## src/rtl/permute_unit_if.sv

```systemverilog
// permute_unit_if
//   Operand/result handshake bundle for the permutation unit.
//   Parameters:
//     WIDTH  operand/result width in bits (multiple of 8, >= 8)
//     TAG_W  width of the opaque tag travelling with each beat
//   Signals:
//     in_valid/in_ready/in_data/in_mode/in_tag      operand beat (producer -> unit)
//     out_valid/out_ready/out_data/out_tag          result beat (unit -> consumer)
//   Modports:
//     master  producer/consumer side (drives operands, accepts results)
//     slave   the permutation unit itself
interface permute_unit_if #(
    parameter int WIDTH = 32,
    parameter int TAG_W = 5
);
    logic             in_valid;
    logic             in_ready;
    logic [WIDTH-1:0] in_data;
    logic [1:0]       in_mode;
    logic [TAG_W-1:0] in_tag;

    logic             out_valid;
    logic             out_ready;
    logic [WIDTH-1:0] out_data;
    logic [TAG_W-1:0] out_tag;

    modport master (
        output in_valid, in_data, in_mode, in_tag, out_ready,
        input  in_ready, out_valid, out_data, out_tag
    );

    modport slave (
        input  in_valid, in_data, in_mode, in_tag, out_ready,
        output in_ready, out_valid, out_data, out_tag
    );
endinterface

```

## src/rtl/permute_unit.sv

```systemverilog
// permute_unit
//   Two-stage bit/byte permutation unit. S1 captures the operand, the
//   permutation is computed combinationally from S1 and registered into S2,
//   which drives the result handshake.
//   Modes: 00 pass, 01 full bit reverse, 10 byte reverse, 11 bit reverse
//   within each byte.
//   Ports:
//     clk    rising-edge clock
//     rst_n  synchronous active-low reset
//     bus    permute_unit_if.slave (operand in / result out handshake)
//     busy   high while either stage holds a beat
//   WIDTH must be a multiple of 8 and at least 8; TAG_W at least 1.
module permute_unit #(
    parameter int WIDTH = 32,
    parameter int TAG_W = 5
) (
    input  logic                 clk,
    input  logic                 rst_n,
    permute_unit_if.slave        bus,
    output logic                 busy
);
    localparam int NB = WIDTH / 8;

    // Stage 1: capture register
    logic             s1_valid_q, s1_valid_d;
    logic [WIDTH-1:0] s1_data_q,  s1_data_d;
    logic [1:0]       s1_mode_q,  s1_mode_d;
    logic [TAG_W-1:0] s1_tag_q,   s1_tag_d;

    // Stage 2: result register
    logic             s2_valid_q, s2_valid_d;
    logic [WIDTH-1:0] s2_data_q,  s2_data_d;
    logic [TAG_W-1:0] s2_tag_q,   s2_tag_d;

    logic s2_adv;
    logic in_ready;
    logic in_fire;
    logic out_fire;

    logic [NB-1:0][7:0] s1_bytes;
    logic [NB-1:0][7:0] perm_bytes;

    function automatic logic [7:0] brev8(input logic [7:0] b);
        logic [7:0] r;
        for (int j = 0; j < 8; j++) begin
            r[j] = b[7-j];
        end
        return r;
    endfunction

    assign s1_bytes = s1_data_q;

    // Every mode reduces to a per-byte choice between the lane's own byte and
    // its mirror byte, optionally bit-reversed: a full bit reverse is a byte
    // reverse with each byte also reversed internally.
    for (genvar k = 0; k < NB; k++) begin : g_lane
        logic [7:0] own_byte;
        logic [7:0] mirror_byte;
        logic [7:0] lane_res;

        assign own_byte    = s1_bytes[k];
        assign mirror_byte = s1_bytes[NB-1-k];

        always_comb begin
            lane_res = own_byte;
            case (s1_mode_q)
                2'b00:   lane_res = own_byte;
                2'b01:   lane_res = brev8(mirror_byte);
                2'b10:   lane_res = mirror_byte;
                default: lane_res = brev8(own_byte);
            endcase
        end

        assign perm_bytes[k] = lane_res;
    end

    // Handshake. in_ready looks through to out_ready so a full pipe reopens in
    // the same cycle the consumer accepts; held low during reset.
    always_comb begin
        s2_adv   = s1_valid_q && (!s2_valid_q || bus.out_ready);
        in_ready = rst_n && (!s1_valid_q || s2_adv);
        in_fire  = bus.in_valid && in_ready;
        out_fire = s2_valid_q && bus.out_ready;
    end

    always_comb begin
        s1_valid_d = s1_valid_q;
        s1_data_d  = s1_data_q;
        s1_mode_d  = s1_mode_q;
        s1_tag_d   = s1_tag_q;
        if (in_fire) begin
            s1_valid_d = 1'b1;
            s1_data_d  = bus.in_data;
            s1_mode_d  = bus.in_mode;
            s1_tag_d   = bus.in_tag;
        end else if (s2_adv) begin
            s1_valid_d = 1'b0;
        end
    end

    // S2 only changes on s2_adv or out_fire, so the result is held steady
    // while the consumer stalls.
    always_comb begin
        s2_valid_d = s2_valid_q;
        s2_data_d  = s2_data_q;
        s2_tag_d   = s2_tag_q;
        if (s2_adv) begin
            s2_valid_d = 1'b1;
            s2_data_d  = perm_bytes;
            s2_tag_d   = s1_tag_q;
        end else if (out_fire) begin
            s2_valid_d = 1'b0;
        end
    end

    always_ff @(posedge clk) begin
        if (!rst_n) begin
            s1_valid_q <= 1'b0;
            s2_valid_q <= 1'b0;
            s2_data_q  <= '0;
            s2_tag_q   <= '0;
        end else begin
            s1_valid_q <= s1_valid_d;
            s2_valid_q <= s2_valid_d;
            s2_data_q  <= s2_data_d;
            s2_tag_q   <= s2_tag_d;
        end
    end

    // S1 payload is qualified by s1_valid_q, so it carries no reset.
    always_ff @(posedge clk) begin
        s1_data_q <= s1_data_d;
        s1_mode_q <= s1_mode_d;
        s1_tag_q  <= s1_tag_d;
    end

    assign bus.in_ready  = in_ready;
    assign bus.out_valid = s2_valid_q;
    assign bus.out_data  = s2_data_q;
    assign bus.out_tag   = s2_tag_q;
    assign busy          = s1_valid_q || s2_valid_q;
endmodule
```

## src/flat_wrapper.sv

```systemverilog
// flat-port wrapper written by rule: the top's interface ports become plain ports
module permute_unit_flat 
#(
    parameter int WIDTH = 32,
    parameter int TAG_W = 5
)
  (clk, rst_n, busy, bus_in_valid, bus_in_data, bus_in_mode, bus_in_tag, bus_out_ready, bus_in_ready, bus_out_valid, bus_out_data, bus_out_tag);
  permute_unit_if #(.WIDTH(WIDTH), .TAG_W(TAG_W)) bus_i ();
  input  logic clk;
  input  logic rst_n;
  output logic busy;
  input wire logic [$bits(bus_i.in_valid)-1:0] bus_in_valid;
  input wire logic [$bits(bus_i.in_data)-1:0] bus_in_data;
  input wire logic [$bits(bus_i.in_mode)-1:0] bus_in_mode;
  input wire logic [$bits(bus_i.in_tag)-1:0] bus_in_tag;
  input wire logic [$bits(bus_i.out_ready)-1:0] bus_out_ready;
  output wire logic [$bits(bus_i.in_ready)-1:0] bus_in_ready;
  output wire logic [$bits(bus_i.out_valid)-1:0] bus_out_valid;
  output wire logic [$bits(bus_i.out_data)-1:0] bus_out_data;
  output wire logic [$bits(bus_i.out_tag)-1:0] bus_out_tag;
  assign bus_i.in_valid = bus_in_valid;
  assign bus_i.in_data = bus_in_data;
  assign bus_i.in_mode = bus_in_mode;
  assign bus_i.in_tag = bus_in_tag;
  assign bus_i.out_ready = bus_out_ready;
  assign bus_in_ready = bus_i.in_ready;
  assign bus_out_valid = bus_i.out_valid;
  assign bus_out_data = bus_i.out_data;
  assign bus_out_tag = bus_i.out_tag;
  permute_unit #(.WIDTH(WIDTH), .TAG_W(TAG_W)) u_core (.clk(clk), .rst_n(rst_n), .bus(bus_i), .busy(busy));
endmodule
```

## config.mk

```make
export PLATFORM = sky130hd
export DESIGN_NAME = permute_unit_flat
export DESIGN_NICKNAME = d
export VERILOG_FILES = /design/src/rtl/permute_unit_if.sv /design/src/rtl/permute_unit.sv /design/src/flat_wrapper.sv
export SDC_FILE = /design/constraint.sdc
export NUM_CORES = 1
export LEC_CHECK = 0
export ABC_AREA = 1
export CAP_MARGIN = 20
export CORE_ASPECT_RATIO = 2
export CORE_UTILIZATION = 39
export CTS_CLUSTER_SIZE = 12
export DETAILED_ROUTE_END_ITERATION = 10
export SLEW_MARGIN = 40
export SYNTH_ARGS = -nofsm -noshare
export SYNTH_HDL_FRONTEND = slang
export SYNTH_SLANG_ARGS = --single-unit
```

## constraint.sdc

```tcl
create_clock -name clk -period 3.9 [get_ports clk]
set_clock_uncertainty 0.15 [all_clocks]
set_input_delay 0.78 -clock clk [delete_from_list [all_inputs] [get_ports clk]]
set_output_delay 0.78 -clock clk [all_outputs]
set_load 0.01 [all_outputs]
```

==> qor.csv, run 1 <==
stage,metric,value,unit
floorplan,num ports,83,
sta,Max Slew Vio Count,0,
synth,mux share of post-synthesis cell area,0,%
cts,Num CTS Buffers,9,
cts,"Clk Latency, worst-skew pair",0.34,ns
cts,CTS tree,yes,
synth,XOR/XNOR Fraction of Synth Area,0,%
critical_path,cells on worst reg2reg path,4,
cells_and_area,n_diodes,0,
place,# port buffers,82,
cts,# H-tree levels,3,
synth,Synth area leaders,"edfxtp_1 (33%), dfxtp_1 (22%), nand3_1 (9.5%)",
global_routing,grt total ovfl,0,
critical_path,CP endpoint kind,primary output,
power,clock power share,43.2,%
global_routing,total track usage,19.5,%
drt,Wirelength per Cell,14.7,µm
sta,Setup TNS,0,ns
power,NetSw,0.000476,W
job,Max Cap Violations,0,
synth,unique cell type count in the Yosys netlist,17,
sta,final period utilization,79.0,%
sta,slew at the pin closest to its max-slew limit,0.724,ns
cts,setup bufs post-CTS,0,
cells_and_area,Non-Filler Instances,592,
cts,cts hold-fix bufs,0,
floorplan,Die Span Y,137,µm
power,Sw Share,23.1,%
cells_and_area,"most common cell after layout, fill and taps aside",nand2_1,
critical_path,WS Path Type,primary input to primary output,
power,Peak VDD IR,0.000295,V
power,Leakage Power,1.75,nW
synth,main combinational cell family by area after synthesis,simple AND/OR/NAND/NOR gates,
synth,Yosys top cell by area,edfxtp_1,
sta,slew margin rel.,51.7,%
cells_and_area,Synth-to-Final Area Change,31.9,%
power,internal power,0.00159,W
drt,Antenna Nets Post-Route,0,
drt,detailed-route wire length,8700,µm
global_routing,antenna violations before repair,0,
floorplan,die width,69.3,µm
cells_and_area,design area,4660,µm²
floorplan,FP Rows,48,
min_path,hold depth,2,
drt,DRC viols,0,
synth,sequential cell area fraction in the yosys report,55.3,%
sta,# setup viols final,0,
drt,Pre-Repair DR Iteration Count,4,
critical_path,Critical Path Fanout Max,3,
floorplan,DIE AREA,9460,µm²
synth,Post-Synthesis Cells,419,
power,PwrDens,443,nW/µm²
cells_and_area,layout cells sized above 1,6.91,%
place,HPWL Detailed,6020,µm
drt,Vias/cell,5.25,
synth,share of the synthesized area in the top cell type,33.2,%
drt,Vias,3110,
cts,clock tree buffer depth,2,
critical_path,WP data arrival,2.15,ns
place,Placed Area,4340,µm²
critical_path,CP startpoint kind,primary input,
synth,adder-cell share of the synthesized area,0,%
global_routing,first-pass GRT wire length,14000,µm
cells_and_area,filler instances,807,
cells_and_area,most frequent cells in the layout,"nand2_1 (85), clkdlybuf4s50_1 (82), nand3_1 (67)",
place,global placer's final weighted congestion,0.848,
synth,Synth Area per Inst,8.43,µm²
cts,post-cts resize count,0,
cts,Clk Tree Root Cell,clkbuf_16,
synth,Seq cells post-synth,78,
sta,final hold violations,0,
cts,total clock sinks,78,
cts,clock transition at the registers of the reported paths,0.06,ns
sta,RSZ-0062 raised after global routing,no,
power,Comb power frac,11.3,%
drt,Iteration-0 DRC Markers,244,
sta,FMAX,325,MHz
critical_path,Worst EP required,2.97,ns
sta,fin crit period,3.08,ns
place,# placed instances,576,
synth,synth warn,0,
min_path,worst hold-check path type,flip-flop to flip-flop,
synth,compound-cell area share of the yosys netlist,10.8,%
global_routing,vias in the first global route,2944,
global_routing,largest net degree at the start of global routing,57,
run_status,status,completed,
synth,Post-Syn Area,3530,µm²
floorplan,Core Area,8710,µm²
power,Reg power frac,45.5,%
floorplan,Initial Util,40.6,%
cells_and_area,Final nets,530,
synth,Simple-Gate Fraction of Synth Area,27.7,%
synth,Mapped Nets,462,
[critical path, cell delays in order]
cell             delay [ns]
clkdlybuf4s50_1        0.46
inv_1                  0.04
nand2_1                0.08
nor2_1                 0.05
inv_1                  0.06
nand2_1                0.10
inv_1                  0.08
clkdlybuf4s50_1        0.52
[worst paths after layout]
path,startpoint,endpoint,slack [ns]
min reg2reg,u_core.bus.out_data[26]$_SDFFE_PN0P_,u_core.bus.out_data[26]$_SDFFE_PN0P_,0.32
max,bus_out_ready,bus_in_ready,0.82
max reg2reg,u_core.s1_mode_q[1]$_DFFE_PP_,u_core.bus.out_data[20]$_SDFFE_PN0P_,1.70
min,u_core.bus.out_data[26]$_SDFFE_PN0P_,u_core.bus.out_data[26]$_SDFFE_PN0P_,0.32
[metrics by stage]
step / power (W) / setup slack, ns / hold slack, ns / util (%)
after global placement: 0.00119 / 0.823 / 0.306 / 49.8
after CTS: 0.00209 / 0.804 / 0.317 / 53.5
after detailed placement: 0.00119 / 0.807 / 0.308 / 49.8
after floorplan: 0.00107 / 0.590 / 0.308 / -
after global routing: 0.00215 / 0.725 / 0.337 / 53.5
final: 0.00206 / 0.821 / 0.316 / 53.5
[synth_stat cells (all sizes together)]
cell / number
edfxtp: 39
inv: 9
a21oi: 31
nand4: 3
or2: 9
o21ai: 45
dfxtp: 39
nand3: 67
nor2: 61
buf: 24
clkbuf: 6
nand2: 86
[sequential cells by signal (all words and copies together), names as in the netlist]
| register | cells |
|---|---|
| u_core.s1_valid_q | 1 |
| u_core.bus.out_data | 32 |
| u_core.s1_mode_q | 2 |
| u_core.s1_tag_q | 5 |
| u_core.s1_bytes | 32 |
| u_core.bus.out_tag | 5 |
| u_core.bus.out_valid | 1 |
[layer usage]
| layer | share of wire (%) | up-vias | global-route usage [%] |
|---|---|---|---|
| met3 | 3.7 | 16 | 3.68 |
| met1 | 36 | 1447 | 19.3 |
| met4 | 2.8 | 0 | 11.9 |
| met5 | 0 | - | 0 |
| li1 | - | 1557 | - |
| met2 | 57 | 90 | 36.7 |
[area by class of cell]
type | count | area [µm²] | share of cell area (%)
repair buffers | 87 | 858 | 18.4
flip-flops and latches | 78 | 1950 | 41.9
well taps | 100 | 125 | 2.69
inverters | 9 | 33.8 | 0.725
multi-input cells | 302 | 1370 | 29.4
clock buffers | 9 | 225 | 4.83
clock inverters | 7 | 96.3 | 2.07
[kinds of logic (layout without fill, tap and decap cells)]
family | count (synthesis) | in the layout
buf+inv | 39 | 112
flops | 78 | 78
simple gates | 226 | 226
compound gates | 76 | 76
[power groups by stage]
stage | clock, W | combinational, W | sequential (W)
after floorplan | 0 | 0.000114 | 0.000958
after global placement | 0 | 0.000231 | 0.000955
after detailed placement | 0 | 0.000236 | 0.000956
after CTS | 0.000916 | 0.000236 | 0.000938
after global routing | 0.000945 | 0.000259 | 0.000944
final | 0.000891 | 0.000233 | 0.000939
Note: power is estimated with default switching activity, not from simulation.
==> inputs of run 2 (changes only) <==
==> constraint.sdc (replaced) <==
create_clock -name clk -period 3.2 [get_ports clk]
set_clock_uncertainty 0.15 [all_clocks]
set_input_delay 0.64 -clock clk [delete_from_list [all_inputs] [get_ports clk]]
set_output_delay 0.64 -clock clk [all_outputs]
set_load 0.01 [all_outputs]
==> qor.csv, run 2 (synthesis results as in run 1) <==
stage,metric,value,unit,change
critical_path,CP endpoint kind,primary output,,unchanged
cts,cts hold-fix bufs,0,,unchanged
cts,total clock sinks,78,,unchanged
global_routing,vias in the first global route,2882,,"was 2,944"
min_path,worst hold-check path type,flip-flop to flip-flop,,unchanged
power,Reg power frac,42.7,%,was 45.5%
sta,RSZ-0062 raised after global routing,no,,unchanged
run_status,status,completed,,unchanged
cells_and_area,most frequent cells in the layout,"nand2_1 (85), clkdlybuf4s50_1 (82), nand3_1 (67)",,unchanged
power,clock power share,46.6,%,was 43.2%
drt,DRC viols,0,,unchanged
cells_and_area,Final nets,532,,was 530
drt,Antenna Nets Post-Route,0,,unchanged
cells_and_area,layout cells sized above 1,7.29,%,was 6.91%
cts,clock tree buffer depth,2,,unchanged
floorplan,DIE AREA,9460,µm²,unchanged
power,PwrDens,567,nW/µm²,was 443 nW/µm²
global_routing,first-pass GRT wire length,13900,µm,"was 14,000 µm"
job,Max Cap Violations,0,,unchanged
place,HPWL Detailed,6040,µm,was 6020 µm
sta,# setup viols final,0,,unchanged
cells_and_area,n_diodes,0,,unchanged
critical_path,WP data arrival,2.00,ns,was 2.15 ns
critical_path,Worst EP required,2.41,ns,was 2.97 ns
floorplan,Initial Util,40.6,%,unchanged
floorplan,num ports,83,,unchanged
cts,clock transition at the registers of the reported paths,0.06,ns,about the same
global_routing,antenna violations before repair,0,,unchanged
sta,final hold violations,0,,unchanged
drt,Vias,3093,,"was 3,110"
sta,final period utilization,87.1,%,
power,Sw Share,21.2,%,was 23.1%
cells_and_area,Non-Filler Instances,594,,was 592
global_routing,total track usage,19.3,%,was 19.5%
sta,post-route setup slack,0.414,ns,was 0.821 ns
sta,Setup TNS,0,ns,unchanged
drt,detailed-route wire length,8820,µm,was 8700 µm
cts,"Clk Latency, worst-skew pair",0.34,ns,about the same
sta,Max Slew Vio Count,0,,unchanged
floorplan,Core Area,8710,µm²,unchanged
critical_path,WS Path Type,primary input to primary output,,unchanged
cells_and_area,fin util,54.2,%,was 53.5%
cts,Clk Tree Root Cell,clkbuf_16,,unchanged
place,# port buffers,82,,unchanged
place,dpl ws,0.397,ns,was 0.807 ns
drt,Vias/cell,5.21,,was 5.25
place,Placed Area,4350,µm²,was 4340 µm²
cells_and_area,Synth-to-Final Area Change,33.7,%,was 31.9%
floorplan,FP Rows,48,,unchanged
power,internal power,0.00211,W,was 0.00159 W
cts,CTS tree,yes,,unchanged
place,global placer's final weighted congestion,0.821,,was 0.848
drt,Iteration-0 DRC Markers,203,,was 244
floorplan,Die Span Y,137,µm,unchanged
critical_path,Critical Path Fanout Max,3,,unchanged
cts,Num CTS Buffers,9,,unchanged
floorplan,die width,69.3,µm,unchanged
drt,Pre-Repair DR Iteration Count,5,,was 4
cells_and_area,design area,4720,µm²,was 4660 µm²
power,Comb power frac,10.7,%,was 11.3%
critical_path,CP startpoint kind,primary input,,unchanged
place,# placed instances,578,,was 576
power,NetSw,0.000568,W,was 0.000476 W
sta,slew margin rel.,50.9,%,was 51.7%
global_routing,largest net degree at the start of global routing,58,,was 57
power,Peak VDD IR,0.000289,V,was 0.000295 V
sta,slew at the pin closest to its max-slew limit,0.735,ns,was 0.724 ns
cts,# H-tree levels,3,,unchanged
sta,FMAX,359,MHz,
sta,fin crit period,2.79,ns,
power,Leakage Power,1.78,nW,was 1.75 nW
cts,setup bufs post-CTS,0,,unchanged
cells_and_area,"most common cell after layout, fill and taps aside",nand2_1,,unchanged
cts,post-cts resize count,0,,unchanged
drt,Wirelength per Cell,14.8,µm,was 14.7 µm
global_routing,grt total ovfl,0,,unchanged
-- run 2: changes by cell type in the layout (fill, tap and decap cells not counted) --
cell        change
bufinv_16       +2
clkinvlp_4      -1
inv_6           -1
clkbuf_8        +1
buf_4           +2
clkinv_4        -1
-- run 2: path summary, 6_finish.rpt --
path / start / endpoint / slack [ns] / cells after the start
setup / recovery: bus_out_ready / bus_in_ready / 0.41 / 8
hold / removal: u_core.bus.out_data[27]$_SDFFE_PN0P_ / u_core.bus.out_data[27]$_SDFFE_PN0P_ / 0.31 / 2
setup reg to reg: u_core.s1_mode_q[1]$_DFFE_PP_ / u_core.bus.out_data[18]$_SDFFE_PN0P_ / 1.20 / 4
hold reg to reg: u_core.bus.out_data[27]$_SDFFE_PN0P_ / u_core.bus.out_data[27]$_SDFFE_PN0P_ / 0.31 / 2
-- run 2: critical path, stage by stage --
cell,delay (ns)
clkdlybuf4s50_1,0.46
inv_1,0.04
nand2_1,0.08
nor2_1,0.05
inv_1,0.06
nand2_1,0.09
inv_1,0.07
clkdlybuf4s50_1,0.52
-- run 2: layout make-up --
class / count / area [µm²]
fillers: 788 / 3990
multi-input cells: 302 / 1370
repair buffers: 89 / 873
clock inverters: 6 / 131
clock buffers: 10 / 239
inverters: 9 / 33.8
flip-flops and latches: 78 / 1950
well taps: 100 / 125
-- run 2: power groups by stage --
stage	logic [W]	registers (W)	clock network [W]
after CTS	0.000290	0.00114	0.00128
after global routing	0.000318	0.00115	0.00131
after global placement	0.000285	0.00116	0
after detailed placement	0.000290	0.00116	0
after floorplan	0.000139	0.00117	0
final	0.000287	0.00114	0.00125
-- run 2: stage by stage --
step	power, W	hold WS (ns)
floorplan	0.00131	0.308
global placement	0.00145	0.305
detailed placement	0.00145	0.307
CTS	0.00271	0.317
global route	0.00278	0.331
finish	0.00268	0.314
-- run 2: per-layer routing --
layer	vias to the layer above	global-route usage, %	routed length [µm]
li1	1557	-	-
met1	1415	19.1	3160
met2	100	36.0	4950
met3	21	3.09	374
met4	0	13.3	335
met5	-	0	0
